--- src/rtl/uart_rx_fifo_if.sv ---
// Byte-stream bundle between the UART receiver/host side and the receive FIFO.
interface uart_rx_fifo_if #(
    parameter int unsigned DEPTH_LOG2 = 4
);
    logic                  rx_end;
    logic [7:0]            rx_data;
    logic                  pop;
    logic                  flush;
    logic                  ovr_clr;
    logic [7:0]            rd_data;
    logic                  empty;
    logic                  full;
    logic [DEPTH_LOG2:0]   count;
    logic                  overrun;
    logic                  timeout;
    logic                  irq_rx;

    modport master (
        output rx_end, rx_data, pop, flush, ovr_clr,
        input  rd_data, empty, full, count, overrun, timeout, irq_rx
    );

    modport slave (
        input  rx_end, rx_data, pop, flush, ovr_clr,
        output rd_data, empty, full, count, overrun, timeout, irq_rx
    );
endinterface

--- src/rtl/uart_rx_fifo.sv ---
// Receive FWFT byte FIFO with sticky overrun, idle timeout and a combined
// level/timeout interrupt.
module uart_rx_fifo #(
    parameter int unsigned DEPTH_LOG2     = 4,
    parameter int unsigned THRESH         = 8,
    parameter int unsigned TIMEOUT_CYCLES = 2048
) (
    input  logic            clk,
    input  logic            reset,
    uart_rx_fifo_if.slave   rx_if
);
    localparam int unsigned DEPTH = 1 << DEPTH_LOG2;
    localparam int unsigned PW    = DEPTH_LOG2;
    localparam int unsigned CW    = DEPTH_LOG2 + 1;
    localparam int unsigned TW    = $clog2(TIMEOUT_CYCLES + 1);

    typedef enum logic {
        TO_IDLE,
        TO_EXPIRED
    } to_state_e;

    logic [7:0]    mem_q [DEPTH];
    logic [PW-1:0] rd_ptr_q, rd_ptr_d;
    logic [PW-1:0] wr_ptr_q, wr_ptr_d;
    logic [CW-1:0] count_q, count_d;
    logic [TW-1:0] tcnt_q, tcnt_d;
    to_state_e     state_q, state_d;
    logic          overrun_q, overrun_d;
    logic          irq_q, irq_d;

    logic          empty_c, full_c;
    logic          push_acc, pop_acc, drop;

    assign empty_c = (count_q == '0);
    assign full_c  = (count_q == CW'(DEPTH));

    // State register; storage array is left unreset on purpose.
    always_ff @(posedge clk) begin
        if (reset) begin
            rd_ptr_q  <= '0;
            wr_ptr_q  <= '0;
            count_q   <= '0;
            tcnt_q    <= '0;
            state_q   <= TO_IDLE;
            overrun_q <= 1'b0;
            irq_q     <= 1'b0;
        end else begin
            rd_ptr_q  <= rd_ptr_d;
            wr_ptr_q  <= wr_ptr_d;
            count_q   <= count_d;
            tcnt_q    <= tcnt_d;
            state_q   <= state_d;
            overrun_q <= overrun_d;
            irq_q     <= irq_d;
        end
    end

    always_ff @(posedge clk) begin
        if (!reset && push_acc) begin
            mem_q[wr_ptr_q] <= rx_if.rx_data;
        end
    end

    // Next-state: flush beats push/pop; a pop frees room for a push into a full FIFO.
    always_comb begin
        rd_ptr_d  = rd_ptr_q;
        wr_ptr_d  = wr_ptr_q;
        count_d   = count_q;
        tcnt_d    = tcnt_q;
        state_d   = state_q;
        overrun_d = overrun_q & ~rx_if.ovr_clr;
        irq_d     = 1'b0;
        push_acc  = 1'b0;
        pop_acc   = 1'b0;
        drop      = 1'b0;

        if (rx_if.flush) begin
            rd_ptr_d = '0;
            wr_ptr_d = '0;
            count_d  = '0;
        end else begin
            pop_acc  = rx_if.pop & ~empty_c;
            push_acc = rx_if.rx_end & (~full_c | pop_acc);
            drop     = rx_if.rx_end & ~push_acc;
            if (pop_acc) begin
                rd_ptr_d = rd_ptr_q + PW'(1);
            end
            if (push_acc) begin
                wr_ptr_d = wr_ptr_q + PW'(1);
            end
            count_d = count_q + CW'(push_acc) - CW'(pop_acc);
        end

        if (drop) begin
            overrun_d = 1'b1;
        end

        // Idle timeout: any accepted activity or an empty FIFO restarts the count.
        if (rx_if.flush || push_acc || pop_acc || empty_c) begin
            tcnt_d  = '0;
            state_d = TO_IDLE;
        end else begin
            if (tcnt_q != TW'(TIMEOUT_CYCLES)) begin
                tcnt_d = tcnt_q + TW'(1);
            end
            if (state_q == TO_IDLE && tcnt_d == TW'(TIMEOUT_CYCLES)) begin
                state_d = TO_EXPIRED;
            end
        end

        irq_d = (count_d >= CW'(THRESH)) | (state_d == TO_EXPIRED);
    end

    assign rx_if.rd_data = empty_c ? 8'h00 : mem_q[rd_ptr_q];
    assign rx_if.empty   = empty_c;
    assign rx_if.full    = full_c;
    assign rx_if.count   = count_q;
    assign rx_if.overrun = overrun_q;
    assign rx_if.timeout = (state_q == TO_EXPIRED);
    assign rx_if.irq_rx  = irq_q;
endmodule

--- src/flat_wrapper.sv ---
// flat-port wrapper written by rule: the top's interface ports become plain ports
module uart_rx_fifo_flat 
#(
    parameter int unsigned DEPTH_LOG2     = 4,
    parameter int unsigned THRESH         = 8,
    parameter int unsigned TIMEOUT_CYCLES = 2048
)
  (clk, reset, rx_if_rx_end, rx_if_rx_data, rx_if_pop, rx_if_flush, rx_if_ovr_clr, rx_if_rd_data, rx_if_empty, rx_if_full, rx_if_count, rx_if_overrun, rx_if_timeout, rx_if_irq_rx);
  uart_rx_fifo_if #(.DEPTH_LOG2(DEPTH_LOG2)) rx_if_i ();
  input  logic clk;
  input  logic reset;
  input wire logic [$bits(rx_if_i.rx_end)-1:0] rx_if_rx_end;
  input wire logic [$bits(rx_if_i.rx_data)-1:0] rx_if_rx_data;
  input wire logic [$bits(rx_if_i.pop)-1:0] rx_if_pop;
  input wire logic [$bits(rx_if_i.flush)-1:0] rx_if_flush;
  input wire logic [$bits(rx_if_i.ovr_clr)-1:0] rx_if_ovr_clr;
  output wire logic [$bits(rx_if_i.rd_data)-1:0] rx_if_rd_data;
  output wire logic [$bits(rx_if_i.empty)-1:0] rx_if_empty;
  output wire logic [$bits(rx_if_i.full)-1:0] rx_if_full;
  output wire logic [$bits(rx_if_i.count)-1:0] rx_if_count;
  output wire logic [$bits(rx_if_i.overrun)-1:0] rx_if_overrun;
  output wire logic [$bits(rx_if_i.timeout)-1:0] rx_if_timeout;
  output wire logic [$bits(rx_if_i.irq_rx)-1:0] rx_if_irq_rx;
  assign rx_if_i.rx_end = rx_if_rx_end;
  assign rx_if_i.rx_data = rx_if_rx_data;
  assign rx_if_i.pop = rx_if_pop;
  assign rx_if_i.flush = rx_if_flush;
  assign rx_if_i.ovr_clr = rx_if_ovr_clr;
  assign rx_if_rd_data = rx_if_i.rd_data;
  assign rx_if_empty = rx_if_i.empty;
  assign rx_if_full = rx_if_i.full;
  assign rx_if_count = rx_if_i.count;
  assign rx_if_overrun = rx_if_i.overrun;
  assign rx_if_timeout = rx_if_i.timeout;
  assign rx_if_irq_rx = rx_if_i.irq_rx;
  uart_rx_fifo #(.DEPTH_LOG2(DEPTH_LOG2), .THRESH(THRESH), .TIMEOUT_CYCLES(TIMEOUT_CYCLES)) u_core (.clk(clk), .reset(reset), .rx_if(rx_if_i));
endmodule
--- config.mk ---
export PLATFORM = sky130hd
export DESIGN_NAME = uart_rx_fifo_flat
export DESIGN_NICKNAME = d
export VERILOG_FILES = /design/src/rtl/uart_rx_fifo_if.sv /design/src/rtl/uart_rx_fifo.sv /design/src/flat_wrapper.sv
export SDC_FILE = /design/constraint.sdc
export NUM_CORES = 1
export LEC_CHECK = 0
export ABC_AREA = 1
export CAP_MARGIN = 20
export CORE_ASPECT_RATIO = 0.7
export CORE_MARGIN = 5
export CORE_UTILIZATION = 40
export CTS_CLUSTER_DIAMETER = 60
export DETAILED_ROUTE_END_ITERATION = 10
export SLEW_MARGIN = 0
export SYNTH_ARGS = -nofsm -noshare
export SYNTH_HDL_FRONTEND = slang
export SYNTH_SLANG_ARGS = --single-unit
--- constraint.sdc ---
create_clock -name clk -period 5.78 [get_ports clk]
set_input_delay 1.445 -clock clk [delete_from_list [all_inputs] [get_ports clk]]
set_output_delay 1.445 -clock clk [all_outputs]
set_load 0.05 [all_outputs]
# After elaboration in Yosys (flattened, before gate mapping)
# Memory sizes are Yosys's and may differ from the RTL's. A register that Yosys moved wholly into a read port is not among the register bits.
# Cells that the tools add are included.
dict set report classes {
  n_lt_le_gt_ge 1
  bitwise 11
  eq_ne 3
  add_sub_neg 5
  reduce_logical 9
  n_mux 14
}
# cell count
set op_table {}
lappend op_table {{$mux 12} 2}
lappend op_table {{$add 12x1->12 const B} 1}
lappend op_table {{$eq 12x12->1 const B} 1}
lappend op_table {{$ne 12x12->1 const B} 1}
lappend op_table {{$add 4x1->4 const B} 2}
lappend op_table {{$mux 1} 8}
lappend op_table {{$mux 4} 2}
lappend op_table {{$mux 8} 1}
lappend op_table {{$add 5x1->5} 1}
lappend op_table {{$eq 5x5->1 const B} 1}
lappend op_table {{$ge 5x4->1 const B} 1}
lappend op_table {{$logic_not 5->1} 1}
lappend op_table {{$mux 5} 1}
lappend op_table {{$not 1->1} 5}
lappend op_table {{$sub 5x1->5} 1}
lappend op_table {{$and 1x1->1} 4}
lappend op_table {{$reduce_or 2->1} 2}
lappend op_table {{$logic_or 1x1->1} 3}
lappend op_table {{$logic_and 1x1->1} 2}
lappend op_table {{$or 1x1->1} 2}
lappend op_table {{$logic_not 1->1} 1}
dict set report word_totals {
  register_bits 28
  in_bits 14
  wordCells 51
  out_inout_bits 18
  memories 1
  ramBits 128
}
# name depth word_bits rd rd_ports_with_merged_regs wr line
set memory_table {}
lappend memory_table {u_core.mem_q 16 8 1 1 1 uart_rx_fifo.sv:22} ;# logic [7:0] mem_q [DEPTH];

# Longest topological paths before layout
# Gate-level depths: netlist of run 1.
dict set report logic_depth {
  word_depth 15
  depth_mapped 17
  mapped_depth_nobuf 17
}

# Least setup slack after synthesis of run 1
# Ideal clock, no wire load.
dict set report synth_path {
  path_kind {register to output}
  from {reg u_core.count_q[2] (netlist: u_core.rx_if.count[2])}
  to {out rx_if_rd_data[0]}
  setup_slack_ns 1.829
  arrival_ns 2.506
  required_ns 4.335
  path_stages_with_launch 6
  path_buffers 0
  path_cell_list {dfxtp_1 -> inv_1 -> ha_1 -> nand4_1 -> clkinv_1 -> a21oi_1}
}
dict set report synth_between {
  elab_chain_cells 2
}
# item line
set synth_lines {}
lappend synth_lines {{start, declared} uart_rx_fifo.sv:25} ;# logic [CW-1:0] count_q, count_d;
lappend synth_lines {{start signal, assigned} uart_rx_fifo.sv:50} ;# count_q <= count_d;
lappend synth_lines {{$logic_not 5->1} uart_rx_fifo.sv:34} ;# assign empty_c = (count_q == '0);
lappend synth_lines {{net rx_if_empty} flat_wrapper.sv:18} ;# output wire logic [$bits(rx_if_i.empty)-1:0] rx_if_empty;
lappend synth_lines {{$mux 8} uart_rx_fifo.sv:114} ;# assign rx_if.rd_data = empty_c ? 8'h00 : mem_q[rd_ptr_q];
lappend synth_lines {{end, declared} flat_wrapper.sv:17} ;# output wire logic [$bits(rx_if_i.rd_data)-1:0] rx_if_rd_data;
# The timed path passes the listed nets, and every way through them passes these cells.

==> results of run 1 <==
## layer usage
layer	GRT usage, %	vias up
li1	-	2249
met1	23.35	2230
met2	24.62	147
met3	3.793	22
met4	6.649	0
met5	0	-
## sequential cells by signal, indices dropped and copies added (netlist names), named ones only
name,cells
u_core.rx_if.count,5
u_core.rx_if.timeout,1
u_core.rx_if.overrun,1
u_core.wr_ptr_q,4
u_core.mem_q,128
u_core.tcnt_q,12
u_core.rd_ptr_q,4
u_core.rx_if.irq_rx,1
## cell usage after synthesis
cell      number  area share (%)
xnor2_1        3            0.39
clkinv_1       1           0.056
inv_1         44             2.5
dfxtp_1       32             9.5
nor2_4         1            0.17
nor2_1       138             7.7
a21oi_1       18             1.3
xor2_1         3            0.39
o221ai_1      20             2.6
and2_1         1           0.093
nand3_2        1            0.15
or2_2          1           0.093
o21ai_1        1           0.074
nand2_1       60             3.3
o22ai_1       12             1.1
buf_4          2            0.22
ha_1          12             2.2
inv_2          2            0.11
o21ai_0       79             5.9
fa_1           1            0.30
nand3_1       31             2.3
clkbuf_1      13            0.72
nor2_2         3            0.28
buf_2         10            0.74
nand4_1        3            0.28
edfxtp_1     128              57
nand2_2        3            0.28
o32ai_1        1            0.13
## final cells by class
class | count | share of cell area [%]
Tap cell | 225 | 3.551
Inverter | 47 | 2.225
Timing Repair Buffer | 39 | 4.814
Multi-Input combinational cell | 392 | 24.73
Clock inverter | 14 | 2.683
Sequential cell | 160 | 56.58
Clock buffer | 18 | 5.414
## critical path, cell delays in order (launching register included)
cell	delay (ps)
dfxtp_1	290
buf_4	240
inv_1	750
o21ai_0	260
o22ai_1	170
nor2_1	60
nor2_1	130
o21ai_0	100
a21oi_1	260
clkdlybuf4s50_1	860
## where the power goes
| group | internal [W] | switching [W] |
|---|---|---|
| combinational | 0.000247 | 0.000568 |
| clock | 0.000765 | 0.000453 |
| sequential | 0.00127 | 0.0000172 |
| total | 0.00228 | 0.00104 |
## stage by stage
step / setup slack (ps) / cell area [um^2] / utilization (%)
after global placement: 1402 / 7252 / 44.10
final: 766.6 / 7928 / 48.21
after global routing: 617.1 / 7928 / 48.21
after floorplan: 1829 / 6735 / -
after CTS: 881.1 / 7894 / 48.00
after detailed placement: 1357 / 7252 / 44.10
## cell families (layout without fill, tap and decap cells)
kind of cell,Yosys count,in the layout
AOI/OAI and AO/OA,131,131
xor gates and xnor gates,6,6
adders and majority gates,13,13
buffers and inverters,72,118
DFF,160,160
and+or+nand+nor,242,242
## how the worst max path moves through the flow
stage	end	slack, ps	depth (start not counted)
2_1_floorplan	rx_if_rd_data[0]	1830	5
3_3_place_gp	rx_if_rd_data[7]	1400	9
3_5_place_dp	rx_if_rd_data[7]	1360	9
4_1_cts	rx_if_rd_data[7]	880	9
5_1_grt	rx_if_rd_data[7]	620	9
6_report	rx_if_rd_data[7]	770	9
==> results by group, run 1 <==
Flow run
  • Max-cap violations: 0

Floorplanning
  • Die height: 118.6 um
  • Initial core utilization: around two fifths
  • Die Area: 19570 um^2
  • FP Rows: 39
  • Core Footprint: about 16000 um^2
  • I/O pins: 32
  • Die X: ~170 um

Yosys
  • Mux cell area share after synthesis: 0%
  • Post-synthesis sequential area ratio: between 60% and 70%
  • Synthesized area: around 6700 um^2
  • Synth Area in Simple Gates: 14.68%
  • Post-synthesis net count: 651
  • Synth cell types: 28
  • Post-synthesis xor/xnor area fraction: less than 1%
  • Syn_area_per_cell: 10.79 um^2
  • Largest family of logic cells by synthesized area: simple AND/OR/NAND/NOR gates
  • Yosys reg bits: 160
  • Yosys warnings: 0
  • Compound-Gate Fraction of Synth Area: 11.13%
  • Synth Area in Adders: 2.526%
  • Synth Instances: 624

Worst hold path
  • Hold Crit Class: reg -> reg
  • Worst Hold Depth: 2
  • Endpoint, Worst Hold: u_core.rx_if.overrun$_SDFF_PP0_
  • Hold path start: u_core.rx_if.overrun$_SDFF_PP0_

Cells and area
  • Fin nets: 684
  • FF/Latch Area: 4486 um^2
  • Non-Filler Instances: 895
  • Layout cells sized above 1: 7.463%
  • Ant. Diodes: 0
  • Commonest cells after routing, fill and taps aside: nor2_1 (138), edfxtp_1 (128), o21ai_0 (79)
  • Footprint of the multi-input gates: 1961 um^2
  • FILL cells: about 1500
  • Area added between synthesis and finish: 17.70%
  • Commonest non-fill, non-tap cell in the layout: nor2_1

Route
  • Final wirelength: 15660 um
  • Routed len/inst: 17.50 um
  • TritonRoute pass-1 iters: 5
  • DRC: 0
  • Wl on met1: approximately 7300 um
  • Met2 Wirelength: between 7000 and 8000 um
  • Met3 WL: 959 um
  • Initial DRC count: 503
  • Vias per cell: 5.193
  • Post-DRT Antenna Nets: 0
  • Vias: approximately 4600
  • Top layer in use: met4

Critical path
  • Cells on worst reg2reg path: 17
  • WP data arrival: about 3600 ps
  • CP Max Fanout: 33
  • RR Startpoint: u_core.rx_if.count[2]$_SDFF_PP0_
  • Crit path required time: 4340 ps
  • CP Class: reg -> out
  • Reg2reg end: u_core.rx_if.irq_rx$_SDFF_PP0_
  • Critical Path End Type: output pin
  • Reg2Reg Setup Slack: 2970 ps
  • Setup crit start kind: register

CTS
  • Root buf cell: clkbuf_16
  • Total CTS buffers: 17
  • CTS tree: built
  • Post-CTS Hold Fix Bufs: 0
  • Post-CTS Resized: 0
  • Max clock buf depth: 2
  • Clock transition at the registers of the reported paths: 60 ps
  • Setup Buffers After CTS: 0
  • Clock Sinks: 160
  • # H-tree levels: 4
  • Latest clock arrival within the worst-skew pair: 430 ps

Timing
  • RSZ-0062 raised after global routing: false
  • Least-Margin Pin Slew: 1106 ps
  • Final Hold Fails: 0
  • Slew headroom: 25.98%
  • Final setup viols: 0
  • Final min period: 5013 ps
  • WHS: 476.5 ps
  • Setup total negative slack: 0 ps
  • Max-slew violations: 0
  • Fmax: between 150 and 200 MHz
  • Clock skew: 8.034 ps
  • Period utilization: 86.74%

Power
  • Overall power: ~0.0033 W
  • Pwr per Cell Area: 418.5 nW/um^2
  • VDD IR-drop max: 0.2174 mV
  • Leak: 2.763 nW

Run status
  • Status: complete, no violations

Global route
  • Vias in the first global route: 4480
  • Pin count of the biggest net entering global routing: 65
  • Grt total ovfl: 0
  • Overall routing resource usage: 16.52%
  • Initial antenna violation count: 0
  • First-pass GRT wire length: approximately 25000 um

Place
  • DPL Wire Length: 9753 um
  • Placed cells: 860
  • Port bufs: 31
  • GPL Wtd Cong: 0.8337
Power figures use the tool's default switching activity.
==> run 2, diff against run 1 <==
- CELL_PAD_IN_SITES_DETAIL_PLACEMENT: unset -> 2
- CELL_PAD_IN_SITES_GLOBAL_PLACEMENT: unset -> 2
- CTS_CLUSTER_DIAMETER: 60 -> unset
- PLACE_DENSITY_LB_ADDON: unset -> 0.1
- SKIP_CTS_REPAIR_TIMING: unset -> 1
==> run 2 against run 1 <==
First-iteration DRC count down 37%. Via count rose by 4.8%. Cell count decreased by 0.22%. Flip-flop and latch count unchanged. Sequential share of layout area is 0.57 points higher. Power is 2.2% lower. Clock power down 9.8%. Die area unchanged. Clock-buffer cell count rose by 11. Critical path type unchanged. Largest power group unchanged. Highest routed layer is now met5.
==> results by group, run 2 (same netlist as run 1, synthesis figures left out) <==
CTS
  • CTS tree: built
  • Max clock buf depth: 2 (unchanged)
  • Clock Sinks: 160 (unchanged)
  • Root buf cell: clkbuf_16
  • # H-tree levels: 4 (unchanged)
  • Total CTS buffers: 17 (unchanged)
  • Latest clock arrival within the worst-skew pair: 440 ps (about the same)
  • Clock transition at the registers of the reported paths: 60 ps (about the same)

Global route
  • Pin count of the biggest net entering global routing: 65 (unchanged)
  • Overall routing resource usage: 21.86% (+5.3 points)
  • First-pass GRT wire length: 31820 um (+29%)
  • Initial antenna violation count: 1 (+1)
  • Grt total ovfl: 0 (unchanged)
  • Vias in the first global route: 5386 (+20%)

Critical path
  • CP Max Fanout: 33 (unchanged)
  • Crit-path slowest cell: clkdlybuf4s50_1
  • Delay-heaviest family, CP: buffers and inverters
  • Crit path depth: 7 (-2)
  • WP data arrival: 3710 ps (+140 ps)
  • WP buf/inv: 3 (unchanged)
  • CP max stage delay: 880 ps (+20 ps)
  • Crit path required time: 4340 ps (about the same)
  • Setup crit start kind: register
  • Critical Path End Type: output pin
  • CP Class: reg -> out
  • Cells along the critical path: buf_4, inv_1, o21ai_0, o221ai_1, nand3_1, a21oi_1, clkdlybuf4s50_1
  • Cells on worst reg2reg path: 17 (unchanged)

Power
  • Leak: 2.743 nW (-0.73%)
  • VDD IR-drop max: 0.1836 mV (-16%)
  • Overall power: 0.003246 W (-2.2%)
  • Pwr per Cell Area: 413.6 nW/um^2 (-1.2%)

Cells and area
  • Commonest cells after routing, fill and taps aside: nor2_1 (138), edfxtp_1 (128), o21ai_0 (79)
  • Commonest non-fill, non-tap cell in the layout: nor2_1
  • Largest Register: u_core.mem_q
  • Post-layout util: 47.73% (-0.48 points)
  • Ant. Diodes: 0 (unchanged)
  • FILL cells: 1678 (+14%)
  • Area added between synthesis and finish: 16.53%
  • Layout cells sized above 1: 7.036% (-0.43 points)
  • Max FFs per register: 128 (unchanged)
  • Final non-filler cell area: 7849 um^2 (-0.99%)
  • Fin nets: 682 (-0.29%)

Timing
  • WHS: 486.4 ps (+9.885 ps)
  • Setup total negative slack: 0 ps (unchanged)
  • Least-Margin Pin Slew: 1138 ps (+32.14 ps)
  • Period utilization: 89.22% (+2.5 points)
  • Slew headroom: 23.83% (-2.2 points)
  • Final min period: 5157 ps (+143.3 ps)
  • RSZ-0062 raised after global routing: false
  • Max-slew violations: 0 (unchanged)
  • Final Hold Fails: 0 (unchanged)
  • Final setup viols: 0 (unchanged)
  • Clock skew: 9.672 ps (+1.638 ps)
  • Fmax: 193.9 MHz (-2.8%)

Route
  • Final wirelength: 20480 um (+31%)
  • Post-DRT Antenna Nets: 0 (unchanged)
  • TritonRoute pass-1 iters: 5 (unchanged)
  • Vias: 4872 (+4.8%)
  • Routed len/inst: 22.93 um (+31%)
  • Vias per cell: 5.456 (+5.1%)
  • Initial DRC count: 319 (-37%)
  • DRC: 0 (unchanged)

Flow run
  • Max-cap violations: 0 (unchanged)

Place
  • Placed inst area: 7244 um^2 (-0.10%)
  • Port bufs: 31 (unchanged)
  • GPL Wtd Cong: 0.7789 (-6.6%)
  • DPL Wire Length: 13330 um (+37%)

Worst hold path
  • Hold Crit Class: reg -> reg
  • Worst Hold Depth: 2 (unchanged)

Floorplanning
  • Die X: 165.1 um (unchanged)
  • Die height: 118.6 um (unchanged)
  • Core Footprint: 16440 um^2 (unchanged)
  • Initial core utilization: 40.96% (unchanged)
  • FP Rows: 39 (unchanged)
  • Die Area: 19570 um^2 (unchanged)
  • I/O pins: 32 (unchanged)

Run status
  • Status: complete, no violations
==> run 2: path summary, 6_finish.rpt <==
kind	start	endpoint	slack, ps
setup / recovery	register	rx_if_rd_data[1]	620
hold / removal	u_core.rx_if.overrun$_SDFF_PP0_	u_core.rx_if.overrun$_SDFF_PP0_	490
hold reg to reg	u_core.rx_if.overrun$_SDFF_PP0_	u_core.rx_if.overrun$_SDFF_PP0_	490
setup reg to reg	u_core.rx_if.count[2]$_SDFF_PP0_	u_core.rx_if.irq_rx$_SDFF_PP0_	2890
==> run 2: where the power goes <==
group / total [W] / switching [W] / internal, W / leakage, nW
combinational: 0.000858 / 0.000607 / 0.000251 / 1.04
clock: 0.00110 / 0.000449 / 0.000651 / 0.291
sequential: 0.00129 / 0.0000198 / 0.00127 / 1.41
==> run 2: cell type report <==
type / count / area (um^2) / area share, %
flip-flops and latches: 160 / 4486 / 57.15
multi-input cells: 392 / 1961 / 24.98
clock buffers: 29 / 556.8 / 7.094
repair buffers: 37 / 371.6 / 4.735
well taps: 225 / 281.5 / 3.587
inverters: 47 / 176.4 / 2.248
clock inverters: 3 / 16.27 / 0.2072
==> run 2: metrics by stage <==
| step | setup slack [ps] | std cells |
|---|---|---|
| 2_1_floorplan | 1829 | 624 |
| 3_3_place_gp | 1324 | 859 |
| 3_5_place_dp | 1136 | 859 |
| 4_1_cts | 600.5 | 891 |
| 5_1_grt | 445.6 | 893 |
| 6_report | 623.3 | 893 |
==> run 2: worst register-to-register path: stages, from the launching register on <==
cell,delay (ps)
dfxtp_1,340
inv_1,90
ha_1,180
nand4_1,190
nand2_1,160
inv_1,120
nand2_1,150
o21ai_0,110
ha_1,230
fa_1,410
nand2_1,80
nand2_1,50
a21oi_1,190
or2_2,150
nand3_1,80
a21oi_1,200
inv_1,60
nand2_1,60
==> run 2: per-layer routing <==
layer	part of all wire, %	global-route usage, %	wire [um]
met5	0.039	0	8
met4	1.3	5.974	258
met3	4.3	5.393	881
met2	48	34.73	9847
met1	46	29.98	9483
